--- src/rtl/piso_pkg.sv ---
// Shared types and constants for the parallel-in serial-out transmitter.
package piso_pkg;

  typedef enum logic {
    IDLE  = 1'b0,
    SHIFT = 1'b1
  } state_t;

  localparam int LSB_FIRST = 0;
  localparam int MSB_FIRST = 1;

endpackage

--- src/rtl/piso_tx_bit_tick_gen.sv ---
// Bit-period counter: emits a tick on the last clock cycle of each serial bit.
module bit_tick_gen #(
  parameter int BIT_CYC = 1
) (
  input  logic clk_i,
  input  logic rst_i,
  input  logic en_i,
  input  logic clr_i,
  output logic tick_o
);
  import piso_pkg::*;

  localparam int CW = (BIT_CYC > 1) ? $clog2(BIT_CYC) : 1;
  localparam logic [CW-1:0] LAST = CW'(BIT_CYC - 1);

  logic [CW-1:0] cnt_q, cnt_d;

  // With BIT_CYC=1 LAST is zero, the count never leaves zero and the tick is constant high.
  always_comb begin
    cnt_d = cnt_q;
    if (clr_i) begin
      cnt_d = '0;
    end else if (en_i) begin
      if (cnt_q == LAST) cnt_d = '0;
      else               cnt_d = cnt_q + 1'b1;
    end
  end

  always_ff @(posedge clk_i or posedge rst_i) begin
    if (rst_i) cnt_q <= '0;
    else       cnt_q <= cnt_d;
  end

  assign tick_o = (cnt_q == LAST);

endmodule

--- src/rtl/piso_tx.sv ---
// Parallel-in serial-out transmitter with valid/ready input and framed serial output.
module piso_tx #(
  parameter int N         = 8,
  parameter int BIT_CYC   = 1,
  parameter int MSB_FIRST = 0
) (
  input  logic         clk,
  input  logic         reset,
  input  logic         s_valid,
  input  logic [N-1:0] s_data,
  output logic         s_ready,
  output logic         sdata,
  output logic         sframe,
  output logic         tx_done
);
  import piso_pkg::*;

  localparam int BW = $clog2(N);
  localparam logic [BW-1:0] LAST_BIT = BW'(N - 1);
  localparam bit MSB_ORDER = (MSB_FIRST == piso_pkg::MSB_FIRST);

  state_t         state_q, state_d;
  logic [N-1:0]   sr_q, sr_d, sr_shift;
  logic [BW-1:0]  bitcnt_q, bitcnt_d;
  logic           sdata_q, sdata_d;
  logic           sframe_q, sframe_d;
  logic           tx_done_q, tx_done_d;
  logic           hs, in_shift, tick, adv, last;

  function automatic logic first_bit(input logic [N-1:0] v);
    return MSB_ORDER ? v[N-1] : v[0];
  endfunction

  assign in_shift = (state_q == SHIFT);
  assign hs       = s_valid & (state_q == IDLE);
  assign adv      = in_shift & tick;
  assign last     = adv & (bitcnt_q == LAST_BIT);
  assign sr_shift = MSB_ORDER ? {sr_q[N-2:0], 1'b0} : {1'b0, sr_q[N-1:1]};

  bit_tick_gen #(
    .BIT_CYC (BIT_CYC)
  ) u_tick (
    .clk_i  (clk),
    .rst_i  (reset),
    .en_i   (in_shift),
    .clr_i  (hs),
    .tick_o (tick)
  );

  // sdata is registered, so it is loaded with the bit that will be current after the edge.
  always_comb begin
    state_d   = state_q;
    sr_d      = sr_q;
    bitcnt_d  = bitcnt_q;
    sdata_d   = sdata_q;
    sframe_d  = sframe_q;
    tx_done_d = 1'b0;
    case (state_q)
      IDLE: begin
        sdata_d  = 1'b0;
        sframe_d = 1'b0;
        if (hs) begin
          state_d  = SHIFT;
          sr_d     = s_data;
          bitcnt_d = '0;
          sdata_d  = first_bit(s_data);
          sframe_d = 1'b1;
        end
      end
      SHIFT: begin
        if (last) begin
          state_d   = IDLE;
          bitcnt_d  = '0;
          sdata_d   = 1'b0;
          sframe_d  = 1'b0;
          tx_done_d = 1'b1;
        end else if (adv) begin
          sr_d     = sr_shift;
          bitcnt_d = bitcnt_q + 1'b1;
          sdata_d  = first_bit(sr_shift);
        end
      end
      default: state_d = IDLE;
    endcase
  end

  always_ff @(posedge clk or posedge reset) begin
    if (reset) begin
      state_q   <= IDLE;
      sr_q      <= '0;
      bitcnt_q  <= '0;
      sdata_q   <= 1'b0;
      sframe_q  <= 1'b0;
      tx_done_q <= 1'b0;
    end else begin
      state_q   <= state_d;
      sr_q      <= sr_d;
      bitcnt_q  <= bitcnt_d;
      sdata_q   <= sdata_d;
      sframe_q  <= sframe_d;
      tx_done_q <= tx_done_d;
    end
  end

  assign s_ready = (state_q == IDLE);
  assign sdata   = sdata_q;
  assign sframe  = sframe_q;
  assign tx_done = tx_done_q;

endmodule

--- config.mk ---
export PLATFORM = sky130hd
export DESIGN_NAME = piso_tx
export DESIGN_NICKNAME = d
export VERILOG_FILES = /design/src/rtl/piso_pkg.sv /design/src/rtl/piso_tx_bit_tick_gen.sv /design/src/rtl/piso_tx.sv
export SDC_FILE = /design/constraint.sdc
export NUM_CORES = 1
export LEC_CHECK = 0
export CAP_MARGIN = 20
export CORE_ASPECT_RATIO = 1.25
export CORE_MARGIN = 1
export CORE_UTILIZATION = 25
export CTS_CLUSTER_SIZE = 25
export DETAILED_ROUTE_END_ITERATION = 6
export HOLD_SLACK_MARGIN = 0.05
export MAX_ROUTING_LAYER = met4
export SYNTH_ARGS = -nofsm -noshare
export SYNTH_HDL_FRONTEND = slang
export SYNTH_HIERARCHICAL = 1
export SYNTH_SLANG_ARGS = --single-unit
--- constraint.sdc ---
create_clock -name clk -period 2.5 [get_ports clk]
set_input_delay 0.75 -clock clk [delete_from_list [all_inputs] [get_ports clk]]
set_output_delay 0.75 -clock clk [all_outputs]
set_load 0.02 [all_outputs]
# After elaboration in Yosys (flattened, before gate mapping)
# Index checks and enable logic that the tools add are counted.
# Widths: inputs -> output; s select.
dict set report classes {
  add_sub_neg 2
  multipliers 0
  div_mod_pow 0
  order_cmp 0
  eq_ne 6
  n_shift 0
  mux 22
  n_bitwise 5
  n_reduce_logical 3
}
# op n
set op_table {}
lappend op_table {{$mux 8} 3}
lappend op_table {{$pmux 8 s2} 1}
lappend op_table {{$mux 1} 11}
lappend op_table {{$mux 3} 3}
lappend op_table {{$ne 2x1->1 const B} 3}
lappend op_table {{$pmux 1 s2} 3}
lappend op_table {{$pmux 3 s2} 1}
lappend op_table {{$add 3x1->3 const B} 1}
lappend op_table {{$and 1x1->1} 3}
lappend op_table {{$eq 3x3->1 const B} 1}
lappend op_table {{$ne 3x1->1 const B} 1}
lappend op_table {{$reduce_and 3->1} 1}
lappend op_table {{$ne 2x2->1 const B} 1}
lappend op_table {{$not 1->1} 2}
lappend op_table {{$reduce_and 2->1} 1}
lappend op_table {{$reduce_bool 2->1} 1}
lappend op_table {{$add 1x1->1 const B} 1}
dict set report totals {
  register_bits 16
  latch_bits 0
  ram_bits 0
  romBits 0
  inputBits 11
  mem_count 0
}

# Depth between registers and ports, before layout
# Gate-level depths: netlist of the first run.
dict set report logic_depth {
  depth_word 5
  depth_mapped 4
  mapped_depth_nobuf 4
}

# By module
# Netlist of the first run, hierarchy kept.
# module n_inst cells_per_inst area_each_um2 seq_area_each_um2
set by_module_without_submodules {}
lappend by_module_without_submodules {piso_tx 1 69 755.7 350.3}
lappend by_module_without_submodules {bit_tick_gen 1 2 11.3 0.0}

# Worst setup path before layout of the first run
# OpenSTA, ideal clock, no wires.
dict set report synth_path {
  kind {register -> output}
  start {register state_q, in the netlist in_shift}
  end {output port s_ready}
  arrival_time_ps 738
  t_required_ps 1750
  setup_slack_ps 1012
  stages_incl_launch_ff 3
  n_path_buf 1
  path_cell_list {dfrtp_1 buf_2 inv_1}
}
dict set report synth_via {
  elab_chain_len 1
}
# item line_no
set synth_rtl {}
lappend synth_rtl {{start, declared} piso_tx.sv:22} ;# state_t state_q, state_d;
lappend synth_rtl {{start signal, assigned} piso_tx.sv:96} ;# state_q <= state_d;
lappend synth_rtl {{$not 1->1} --}
lappend synth_rtl {{end, declared} piso_tx.sv:11} ;# output logic s_ready,
# Every way passes these cells.

# Final worst setup path of the first run
# Same ends and word-level chain as after synthesis.

==> results of run 1 <==
flip-flops by register name, summed over array words and instances (netlist names):
name      cells
bitcnt_q      3
tx_done       1
sdata         1
sr_q          7
in_shift      1
sframe        1
area by class of cell:
cell class	count	share of cell area
sequential	14	0.364
multi-input combinational	41	0.355
timing repair buffer	16	0.161
tap	36	0.0468
clock buffer	4	0.0377
inverter	9	0.0351
where the power goes:
group,total [mW],internal (mW),switching (mW)
clock,0.160,0.0884,0.0718
combinational,0.358,0.181,0.177
sequential,0.373,0.321,0.0519
worst max-delay path, stage by stage (launching register included):
cell             delay [ps]
dfrtp_1                 390
inv_1                    70
clkdlybuf4s50_1         600
per-stage QoR:
stage                     utilization  setup WS, ps  hold WS, ps
after floorplan                     -          1010          457
after global placement          0.317           630          470
after detailed placement        0.317           619          486
after CTS                       0.330           405          499
after global routing            0.330           384          521
final                           0.330           423          496
worst paths after layout:
path / startpoint / to / slack, ps
max: in_shift$_DFF_PP0_ / s_ready / 420
min: bitcnt_q[0]$_DFFE_PP0P_ / bitcnt_q[0]$_DFFE_PP0P_ / 500
max reg2reg: bitcnt_q[0]$_DFFE_PP0P_ / sr_q[3]$_DFFE_PP0P_ / 940
min reg2reg: bitcnt_q[0]$_DFFE_PP0P_ / bitcnt_q[0]$_DFFE_PP0P_ / 500
max in group asynchronous: reset / sr_q[5]$_DFFE_PP0P_ / 1340
min in group asynchronous: reset / in_shift$_DFF_PP0_ / 800
routing by layer:
metal,track usage,wire length [um]
met3,0.0190,68
met2,0.159,648
met5,-,0
met4,0.0304,10
met1,0.156,749
==> flow_summary.ini, run 1 <==
[outcome]
status = complete, no violations

[sta]
final-setup-viol-count = 0
fmax_mhz = 481
min_period_over_period = 0.831
setup_tns_ps = 0
tightest_slew_ps = 533
skew_ps = 7.56
timing.final.hold_violations = 0
drv_slew = 0
period_needed_ps = 2080
relSlewSlack = 0.644
rsz0062_at_grt = no

[pwr]
pwr_density_cell_nw_per_um2 = 926
p_leak_nw = 0.436
power.total_uw = 891
vdd_drop_max_mv = 0.483

[synth]
syn_avg_cell_area_sq_um = 10.9
synth_cells = 70
netlist_area_sq_um = 763
synth_nets = 83
yosys_warnings = 6

[floorplanning]
design.core.area_sq_um = 2920
die_height_um = 63.8
pin_count = 15
die_w_um = 51.4
die_area_sq_um = 3280
core.rowCount = 22
start_util = 0.262

[drt]
firstDrtPassIters = 6
wl_mm = 1.48
ant_nets = 0
num_vias = 563
post_drt_wl_per_cell_um = 12.3
vias_per_cell = 4.69
drtIter0Drc = 10
drc = 0

[placed_design]
dp.final_hpwl_um = 989
io_buffers = 14
gp_congestion = 0.744
dpl.cell_count = 116
place_area_sq_um = 926

[layout]
layout_common_cells = dfrtp_1 (14), clkdlybuf4s50_1 (14), inv_1 (9)
stdcell_area_sq_um = 962
stdcell_count = 120
syn_to_final_growth_pct = 26.1
multiInputGateArea_sq_um = 342
drive_above_1_share = 0.0952
num_antenna_cells = 0
n_fill_cell = 324
nets = 98
seqCellArea_sq_um = 350

[grt]
grt_pass1_wl_mm = 2.72
antenna_found_initial = 0
first_global_vias = 591
grt_max_degree = 25
grt_overflow = 0
grt_usage = 0.110

[clock_tree]
clk_latency_ps = 270
clk_path_buf_depth = 2
cts_buffers = 3
cts_tree = built
cts_hold_buf = 0
cts_root_buf = clkbuf_4
cts.sinks = 14
cts_resized = 0
postCtsSetupBuffers = 0
htreeDepth = 1
clkSlewWorstSetupHoldPaths_ps = 90

[setup_path]
worst-path-max-fanout = 2
start_kind = flop
cp-end-kind = output port
worstSetupPathType = flop to output port
required_ps = 1750
arrival_ps = 1330
worst_r2r_path_depth = 4

[hold_path]
min_delay_path_depth = 1
hold_path_class = flop to flop

[flow_run]
cap_viol_max_count = 0
(Power assumes the default switching activity.)
==> run 2: changes to the inputs <==
==> constraint.sdc (replaced) <==
create_clock -name clk -period 2.15 [get_ports clk]
set_input_delay 0.645 -clock clk [delete_from_list [all_inputs] [get_ports clk]]
set_output_delay 0.645 -clock clk [all_outputs]
set_load 0.02 [all_outputs]
==> flow_summary.ini, run 2 (synthesis results as in run 1) <==
[outcome]
status = complete, no violations

[layout]
top_register = sr_q
largest_registers = sr_q: 7 flops, bitcnt_q: 3 flops
syn_to_final_growth_pct = 26.1
drive_above_1_share = 0.0952
nets = 98
num_antenna_cells = 0
n_fill_cell = 323
largest_reg_flops = 7
layout_common_cells = dfrtp_1 (14), clkdlybuf4s50_1 (14), inv_1 (9)
final_util = 0.330
stdcell_count = 120

[grt]
grt_overflow = 0
grt_usage = 0.114
first_global_vias = 600
antenna_found_initial = 0
grt_pass1_wl_mm = 2.81
grt_max_degree = 25

[floorplanning]
core.rowCount = 22
die_w_um = 51.4
die_height_um = 63.8
design.core.area_sq_um = 2920
start_util = 0.262
pin_count = 15
die_area_sq_um = 3280

[pwr]
pwr_density_cell_nw_per_um2 = 1090
vdd_drop_max_mv = 0.464
p_leak_nw = 0.436
power.total_mw = 1.04

[sta]
fmax_mhz = 507
period_needed_ps = 1970
min_period_over_period = 0.918
skew_ps = 4.87
tightest_slew_ps = 553
final-setup-viol-count = 0
drv_slew = 0
timing.final.hold_violations = 0
relSlewSlack = 0.631
rsz0062_at_grt = no
setup_tns_ps = 0

[setup_path]
crit_chain = inv_1 > clkdlybuf4s50_1
worstSetupPathType = flop to output port
required_ps = 1500
critPathMaxStageDelay_ps = 600
slowest_stage = clkdlybuf4s50_1
arrival_ps = 1330
worst-path-max-fanout = 2
crit_path_start = in_shift$_DFF_PP0_
cp-end-kind = output port
rr_startpoint = bitcnt_q[0]$_DFFE_PP0P_
start_kind = flop

[placed_design]
dp.final_hpwl_mm = 1.03
io_buffers = 14
gp_congestion = 0.744
dpl.cell_count = 116

[clock_tree]
cts_resized = 0
postCtsSetupBuffers = 0
clk_path_buf_depth = 2
clkSlewWorstSetupHoldPaths_ps = 90
cts.sinks = 14
cts_hold_buf = 0
htreeDepth = 1
clk_latency_ps = 270
cts_tree = built
cts_buffers = 3
cts_root_buf = clkbuf_4

[drt]
wl_mm = 1.57
vias_per_cell = 4.84
num_vias = 581
post_drt_wl_per_cell_um = 13.1
drc = 0
drtIter0Drc = 4
ant_nets = 0
firstDrtPassIters = 4

[flow_run]
cap_viol_max_count = 0

[hold_path]
min_from = bitcnt_q[0]$_DFFE_PP0P_
hold_path_class = flop to flop
## run 2: worst paths after layout
| kind | endpoint | slack (ps) | depth (start not counted) |
|---|---|---|---|
| setup / recovery | s_ready | 180 | 2 |
| hold / removal | bitcnt_q[0]$_DFFE_PP0P_ | 500 | 1 |
| setup reg to reg | sr_q[1]$_DFFE_PP0P_ | 560 | 4 |
| hold reg to reg | bitcnt_q[0]$_DFFE_PP0P_ | 500 | 1 |
| max in group asynchronous | sr_q[5]$_DFFE_PP0P_ | 1070 | 2 |
| min in group asynchronous | bitcnt_q[0]$_DFFE_PP0P_ | 710 | 2 |
## run 2: worst max-delay path, delay by kind of cell, from the launching register on
kind	cells	cell delay, ps
buffers and inverters	2	670
DFF	1	390
## run 2: layer usage
layer	wire length (um)	global-route usage	up-vias
li1	-	-	284
met1	785	0.160	279
met2	698	0.166	16
met3	75	0.0190	2
met4	10	0.0405	0
met5	0	-	-
## run 2: power breakdown
part	total [mW]	internal, mW	leakage, nW	switching [mW]
Clock	0.187	0.103	0.0210	0.0844
Combinational	0.421	0.211	0.250	0.210
Sequential	0.435	0.374	0.165	0.0618
## run 2: metrics by stage
step / cell area, sq um / hold WS [ps] / worst slack, ps
floorplan: 763 / 457 / 767
global placement: 926 / 470 / 385
detailed placement: 926 / 486 / 279
CTS: 962 / 499 / 158
global route: 962 / 521 / 118
finish: 962 / 497 / 176
## run 2: layout make-up
cell class | count | area [sq um] | share of cell area
Clock buffer | 4 | 36.3 | 0.0377
Sequential cell | 14 | 350 | 0.364
Inverter | 9 | 33.8 | 0.0351
Timing Repair Buffer | 16 | 155 | 0.161
Multi-Input combinational cell | 41 | 342 | 0.355
Tap cell | 36 | 45.0 | 0.0468
==> run 3: changes to the inputs <==
==> constraint.sdc (replaced) <==
create_clock -name clk -period 2.15 [get_ports clk]
set_input_delay 0.645 -clock clk [delete_from_list [all_inputs] [get_ports clk]]
set_output_delay 0.645 -clock clk [all_outputs]
set_load 0.005 [all_outputs]
==> results of run 3 <==
The final DEF is identical to that of run 2. Status: complete, no violations.
Among the figures that moved: setup slack after layout 176 ps -> 280 ps; total power 1.04 mW -> 1.01 mW; worst IR drop on VDD 0.464 mV -> 0.451 mV
